===== config.mk =====
export PLATFORM = sky130hd
export DESIGN_NAME = sobel_window_3x3
export DESIGN_NICKNAME = d
export VERILOG_FILES = /design/src/rtl/sobel_window_3x3.sv
export SDC_FILE = /design/constraint.sdc
export NUM_CORES = 1
export LEC_CHECK = 0
export ABC_AREA = 1
export CAP_MARGIN = 20
export CORE_MARGIN = 3
export CORE_UTILIZATION = 29
export CTS_CLUSTER_DIAMETER = 40
export DETAILED_ROUTE_END_ITERATION = 8
export HOLD_SLACK_MARGIN = 0.1
export PLACE_DENSITY = 0.47
export SYNTH_ARGS = -nofsm -noshare
export SYNTH_HDL_FRONTEND = slang
export SYNTH_SLANG_ARGS = --single-unit

===== constraint.sdc =====
create_clock -name clk -period 5.28 [get_ports clk]
set_input_delay 0.792 -clock clk [delete_from_list [all_inputs] [get_ports clk]]
set_output_delay 0.792 -clock clk [all_outputs]
set_load 0.05 [all_outputs]

===== src/rtl/sobel_window_3x3.sv =====
// 3x3 Sobel window on a live row plus two line-buffer rows; 4-cycle pipeline
// producing gradient magnitude (or binary edge) with de/hs/vs re-timed to match.
module sobel_window_3x3 #(
  parameter int H_ACTIVE  = 1920,
  parameter int V_ACTIVE  = 1080,
  parameter int EDGE_MODE = 0
) (
  input  logic       clk,
  input  logic       rst_n,
  input  logic       pix_de,
  input  logic       pix_hs,
  input  logic       pix_vs,
  input  logic [7:0] pix_cur,
  input  logic [7:0] line1,
  input  logic [7:0] line2,
  input  logic [7:0] thresh,
  output logic       edge_de,
  output logic       edge_hs,
  output logic       edge_vs,
  output logic [7:0] edge_data,
  output logic       edge_bin
);

  localparam logic [11:0] H_LAST = 12'(H_ACTIVE - 1);
  localparam logic [11:0] V_LAST = 12'(V_ACTIVE - 1);

  logic        vs_d;
  logic        vs_rise;
  logic [11:0] h_cnt;
  logic [11:0] v_cnt;

  assign vs_rise = pix_vs & ~vs_d;

  // A vsync rising edge wins over a same-cycle pixel increment.
  always_ff @(posedge clk or negedge rst_n) begin
    if (!rst_n) begin
      vs_d  <= 1'b0;
      h_cnt <= '0;
      v_cnt <= '0;
    end else begin
      vs_d <= pix_vs;
      if (vs_rise) begin
        h_cnt <= '0;
        v_cnt <= '0;
      end else if (pix_de) begin
        if (h_cnt == H_LAST) begin
          h_cnt <= '0;
          v_cnt <= (v_cnt == V_LAST) ? 12'd0 : v_cnt + 12'd1;
        end else begin
          h_cnt <= h_cnt + 12'd1;
        end
      end
    end
  end

  // Row 0 is the oldest line (y-2), row 2 the live line; index 2 is the newest column.
  logic [2:0][7:0] w0, w1, w2;
  logic            valid_win;

  always_ff @(posedge clk or negedge rst_n) begin
    if (!rst_n) begin
      w0        <= '0;
      w1        <= '0;
      w2        <= '0;
      valid_win <= 1'b0;
    end else if (pix_de) begin
      w0        <= {line2,   w0[2], w0[1]};
      w1        <= {line1,   w1[2], w1[1]};
      w2        <= {pix_cur, w2[2], w2[1]};
      valid_win <= (h_cnt >= 12'd2) && (v_cnt >= 12'd2);
    end
  end

  function automatic logic signed [10:0] ext(input logic [7:0] p);
    return {3'b000, p};
  endfunction

  logic signed [10:0] gx, gy;
  logic [10:0]        abs_gx, abs_gy, mag;
  logic               valid1, valid2;
  logic [7:0]         sat;
  logic               bin_c;

  assign abs_gx = gx[10] ? 11'(-gx) : 11'(gx);
  assign abs_gy = gy[10] ? 11'(-gy) : 11'(gy);
  assign sat    = (mag > 11'd255) ? 8'hFF : mag[7:0];
  assign bin_c  = valid2 && (sat > thresh);

  always_ff @(posedge clk or negedge rst_n) begin
    if (!rst_n) begin
      gx        <= '0;
      gy        <= '0;
      valid1    <= 1'b0;
      mag       <= '0;
      valid2    <= 1'b0;
      edge_data <= '0;
      edge_bin  <= 1'b0;
    end else begin
      gx <= (ext(w0[2]) + (ext(w1[2]) <<< 1) + ext(w2[2]))
          - (ext(w0[0]) + (ext(w1[0]) <<< 1) + ext(w2[0]));
      gy <= (ext(w2[0]) + (ext(w2[1]) <<< 1) + ext(w2[2]))
          - (ext(w0[0]) + (ext(w0[1]) <<< 1) + ext(w0[2]));
      valid1    <= valid_win;
      mag       <= abs_gx + abs_gy;
      valid2    <= valid1;
      edge_bin  <= bin_c;
      edge_data <= (EDGE_MODE != 0) ? {8{bin_c}} : (valid2 ? sat : 8'h00);
    end
  end

  // Sync delay matches the four register stages of the data path.
  logic [3:0] de_sr, hs_sr, vs_sr;

  always_ff @(posedge clk or negedge rst_n) begin
    if (!rst_n) begin
      de_sr <= '0;
      hs_sr <= '0;
      vs_sr <= '0;
    end else begin
      de_sr <= {de_sr[2:0], pix_de};
      hs_sr <= {hs_sr[2:0], pix_hs};
      vs_sr <= {vs_sr[2:0], pix_vs};
    end
  end

  assign edge_de = de_sr[3];
  assign edge_hs = hs_sr[3];
  assign edge_vs = vs_sr[3];

endmodule


# Word-level counts from Yosys, hierarchy flattened

Index checks and enable logic that the tools add are counted.

Bitwise operators: 2
Mux-type cells: 11
Divide/modulo/power cells: 0
Shifts and indexed selects: 0
$mul: 0
$lt $le $gt $ge: 4
Reduce and logical (&&, ||, !) cells: 5
Equality and inequality tests: 2
Add/sub/neg operators: 15

Operators by type and width:

| cell                                                                | count |
|---|---|
| 2-to-1 mux 12 bit                                                   | 7 |
| adder 10 x 8 -> 11 bit                                              | 4 |
| adder 8 x 9 -> 10 bit                                               | 4 |
| adder 12 x 1 -> 12 bit (second input constant)                      | 2 |
| == test 12 x 11 -> 1 bit (second input constant)                    | 2 |
| greater-or-equal comparator 12 x 2 -> 1 bit (second input constant) | 2 |
| 2-to-1 mux 11 bit                                                   | 2 |
| negation 11 bit                                                     | 2 |
| subtractor 11 bit                                                   | 2 |
| 2-to-1 mux 8 bit                                                    | 2 |
| adder 11 bit                                                        | 1 |
| greater-than comparator 11 x 8 -> 1 bit (second input constant)     | 1 |
| greater-than comparator 8 bit                                       | 1 |
| nonzero test 2 bit                                                  | 2 |
| logical AND 1 bit                                                   | 2 |
| AND reduction 2 bit                                                 | 1 |
| AND 1 bit                                                           | 1 |
| inverter 1 bit                                                      | 1 |

RAM bits: 0
Memory bits (read-only): 0
Word-level logic and storage cells: 62
Memories: 0
Bits in latches: 0
Register bits: 154
Output and inout bits: 12

# Logic depth before layout (Yosys ltp)

Depth after elaboration: 5
Gate-level depth with buffers: 17
Depth with buffers taken out: 17

# Least setup slack after synthesis

No wires, ideal clock.

Kind: register -> register
Start point: reg w2[2] in the netlist's numbering
End point: reg gx[9]
Slack: 2.120 ns
Data arrival time: 3.043 ns
Path buffers: 0
Cell stages (with the launch flop): 11
Period minus slack after synthesis: 3.160 ns
Path through: dfrtp_1 inv_1 fa_1 fa_1 inv_1 fa_1 fa_1 o21ai_0 nand4_1 nand3_1 nand2_1

Cells in the longest elaborated chain, start to end: 2

Ends and longest elaborated chain:

| element                  | line | RTL |
|---|---|---|
| start: declaration       | 57   | `logic [2:0][7:0] w0, w1, w2;` |
| start signal: assignment | 69   | `w2 <= {pix_cur, w2[2], w2[1]};` |
| adder 10 x 8 -> 11 bit   | 100  | `- (ext(w0[0]) + (ext(w1[0]) <<< 1) + ext(w2[0]));` |
| subtractor 11 bit        | 100  |  |
| end signal: assignment   | 99   | `gx <= (ext(w0[2]) + (ext(w1[2]) <<< 1) + ext(w2[2]))` |
| end: declaration         | 78   | `logic signed [10:0] gx, gy;` |

Every way passes these cells.
A chain may end at the register's enable or synchronous reset.

# Final worst setup path

Start point: reg w0[0] in the netlist's numbering
End point: reg gx[9]

Cells in the longest elaborated chain, start to end: 3

Ends and longest elaborated chain:

| element                  | line | RTL |
|---|---|---|
| start: declaration       | 57   |  |
| start signal: assignment | 67   | `w0 <= {line2, w0[2], w0[1]};` |
| adder 8 x 9 -> 10 bit    | 100  |  |
| adder 10 x 8 -> 11 bit   | 100  |  |
| subtractor 11 bit        | 100  |  |

Every way passes these cells.

==> results.py <==
metrics = {
    "synthesis": {
        "synth_top_family_by_area": "adder cells",
        "synthAdderAreaFrac": 0.1998,
        "yosysSeqAreaShare": 0.4108,
        "ys.flop_type": "dfrtp_1",
        "synthTopCellsByCount": "231 x inv_1, 224 x nand2_1, 153 x dfrtp_1, 107 x o21ai_0, 63 x fa_1",
        "synth_top_cell_by_area": "dfrtp_1",
        "synth-seq-cells": 153,
        "synthTopCellsByArea": "dfrtp_1 41%, fa_1 14%, inv_1 9.3%",
        "synth_top_cell_area_share": 0.4108,
        "synth_enable_flop_cells": 0,
        "post_synth_mux_area_share": 0,
        "synth_xor_area_frac": 0.03289,
        "synth-simple-area-share": 0.1654,
        "synthMostInstantiatedCell": "inv_1",
        "syn-num-nets": 1219,
        "synth_compound_area_frac": 0.08365,
        "async_flop_share": 1.000,
        "synthDistinctLibCells": 36,
        "synthCells": 1071,
        "netlist_area_um2": 9319,
        "avgSynthCellArea_um2": 8.701,
        "yosysWarnings": 0,
    },
    "sta": {
        "maxSlewHeadroom": 0.4828,
        "tightest_slew_ns": 0.7759,
        "rsz0062_at_grt": "no",
        "fmax_mhz": 293.3,
        "fin_crit_sh": 0.6458,
        "hold_ws_ns": 0.3451,
        "layout_setup_ws_ns": 1.870,
        "fin_skew_ns": 0.01281,
        "min_period_ns": 3.410,
        "final_max_slew_viol_count": 0,
        "finalSetupTns_ns": 0,
        "hold_violations": 0,
        "setup_violations": 0,
    },
    "cells_and_area": {
        "antenna_cells": 0,
        "synthToLayoutAreaGrowth_pct": 16.54,
        "drive_gt1_frac": 0.05040,
        "stdcell_count": 1533,
        "fill_cells": 3288,
        "nets": 1267,
    },
    "critical_path": {
        "crit_slowest_cell": "fa_1",
        "required_ns": 5.60,
        "worstPathCellList": "fa_1 > inv_1 > fa_1 > inv_1 > fa_1 > inv_1 > ha_1 > inv_1 > fa_1 > o21ai_0 > nand4_1 > nand3_1 > nand2_1",
        "endpoint_kind": "flop",
        "cp_slowest_stage_delay_ns": 0.55,
        "path_max_fanout": 3,
        "arrival_ns": 3.73,
        "start_kind": "flop",
        "crit_type": "reg2reg",
    },
    "power_and_ir_drop": {
        "switchingPower_mw": 2.985,
        "power.density_nw_per_um2": 630.1,
        "seqPwrFrac": 0.242,
        "intPower_mw": 3.858,
        "clockPowerShare": 0.191,
        "ir_drop_mv": 0.3092,
        "comb_power_share": 0.567,
        "p_sw_frac": 0.4362,
        "p_total_mw": 6.843,
        "p_leak_nw": 5.400,
    },
    "route": {
        "drt_first_pass_iters": 4,
        "post_drt_wl_per_cell_um": 12.06,
        "vias": 6478,
        "drt_iter0_markers": 215,
        "ant_nets": 0,
        "wl_um": 18480,
        "drc": 0,
        "vias_per_cell": 4.226,
    },
    "floorplanning": {
        "fp-row-count": 65,
        "ios": 49,
        "initial_core_util": 0.2946,
        "die_x_um": 185.3,
        "dieArea_um2": 34320,
        "dieHeight_um": 185.3,
        "fp.coreArea_um2": 31640,
    },
    "global_route": {
        "grt_start_max_net_pins": 92,
        "grt_pass1_vias": 6761,
        "gr-usage-all-layers": 0.1179,
        "grt_pass1_wl_um": 32500,
        "antenna_found_initial": 0,
        "grt.overflow.total": 0,
    },
    "clocking": {
        "root_buffer": "clkbuf_16",
        "post_cts_resized": 0,
        "cts_buffers": 17,
        "cts_hold_buf": 0,
        "path_clk_slew_ns": 0.06,
        "post-cts-setup-buffers": 0,
        "h-tree-depth": 4,
        "clk_latency_ns": 0.43,
        "clock_path_buffers": 2,
        "tritoncts": "built",
        "cts_sinks": 153,
    },
    "job": {
        "maxCapViolations": 0,
    },
    "placement": {
        "routabilityCongestion": 0.7815,
        "dp_hpwl_um": 13810,
        "dp_cells": 1501,
        "dp_slack_ns": 1.878,
        "io_buffer_count": 48,
    },
    "run_status": {
        "outcome": "finished clean",
    },
    "min_path": {
        "hold_path.class": "reg2reg",
    },
}
## power by group through the flow
stage / registers, mW / logic (mW) / clock network [mW]
5_1_grt: 1.69 / 4.57 / 1.40
2_1_floorplan: 1.73 / 2.98 / 0
6_report: 1.66 / 3.88 / 1.31
4_1_cts: 1.66 / 3.94 / 1.36
3_3_place_gp: 1.68 / 3.91 / 0
3_5_place_dp: 1.68 / 3.91 / 0
## per-layer routing
layer  GRT usage  vias to the layer above  share of wire
met1      0.1665                     3025           0.53
met5           0                        -              0
met4     0.03691                        0          0.013
li1            -                     3371              -
met2      0.1819                       70           0.43
met3     0.02474                       12          0.028
## registers in the layout, indices dropped and copies added (netlist names), 11 cells and up
signal and count:
gy 11, w2 24, h_cnt 12, w0 24
mag 11, v_cnt 12, w1 24, gx 11
## placed cells by master, fill, tap and decap left out, types with 2 or more instances in the layout
master	n
a21o_1	5
a21oi_1	23
a31oi_1	5
buf_4	4
bufinv_16	4
clkbuf_16	17
clkbuf_8	2
clkdlybuf4s50_1	46
clkinv_2	2
clkinvlp_4	3
dfrtp_1	153
fa_1	63
ha_1	48
inv_1	231
inv_2	2
inv_6	2
nand2_1	224
nand2_4	2
nand3_1	43
nand4_1	9
nor2_1	60
nor2_2	3
nor3_1	7
nor4_1	6
o211ai_1	2
o21ai_0	107
o21bai_1	4
or2_2	9
xnor2_1	9
xor2_1	26
## worst max-delay path, delay by kind of cell, from the launching register on
| family | cells | cell delay [ns] |
|---|---|---|
| AO/OA/AOI/OAI | 1 | 0.39 |
| adder cells (fa/ha/maj) | 5 | 1.87 |
| buffers and inverters | 4 | 0.26 |
| flip-flops | 1 | 0.43 |
| AND/OR/NAND/NOR | 3 | 0.35 |
## final timing paths
check                      slack [ns]          startpoint  cells past startpoint                     end
min                              0.35  de_sr[0]$_DFF_PN0_                      0      de_sr[1]$_DFF_PN0_
min reg2reg                      0.35  de_sr[0]$_DFF_PN0_                      0      de_sr[1]$_DFF_PN0_
max                              1.87   w0[0]$_DFFE_PN0P_                     13         gx[9]$_DFF_PN0_
max in group asynchronous        3.81               rst_n                      2       w1[1]$_DFFE_PN0P_
max reg2reg                      1.87   w0[0]$_DFFE_PN0P_                     13         gx[9]$_DFF_PN0_
min in group asynchronous        0.39               rst_n                      1  edge_data[6]$_DFF_PN0_
## through the flow
stage	util	cell area [um^2]
2_1_floorplan	-	9319
3_3_place_gp	0.3226	10210
3_5_place_dp	0.3226	10210
4_1_cts	0.3424	10830
5_1_grt	0.3433	10860
6_report	0.3433	10860
## cells by family (layout without fill, tap and decap cells)
| group | count (synthesis) | count (layout) |
|---|---|---|
| XOR/XNOR | 35 | 35 |
| AO/OA/AOI/OAI | 148 | 148 |
| adder cells (fa/ha/maj) | 111 | 111 |
| flip-flops | 153 | 153 |
| AND/OR/NAND/NOR | 367 | 367 |
| buffers and inverters | 257 | 317 |
## area by class of cell
class | count | area (um^2) | area share
tap | 402 | 503.0 | 0.04631
sequential | 153 | 3829 | 0.3525
timing repair buffer | 52 | 529.3 | 0.04873
inverter | 234 | 883.3 | 0.08134
multi-input combinational | 661 | 4489 | 0.4134
clock inverter | 11 | 170.2 | 0.01567
clock buffer | 20 | 456.7 | 0.04205
Note: power is estimated with default switching activity, not from simulation.
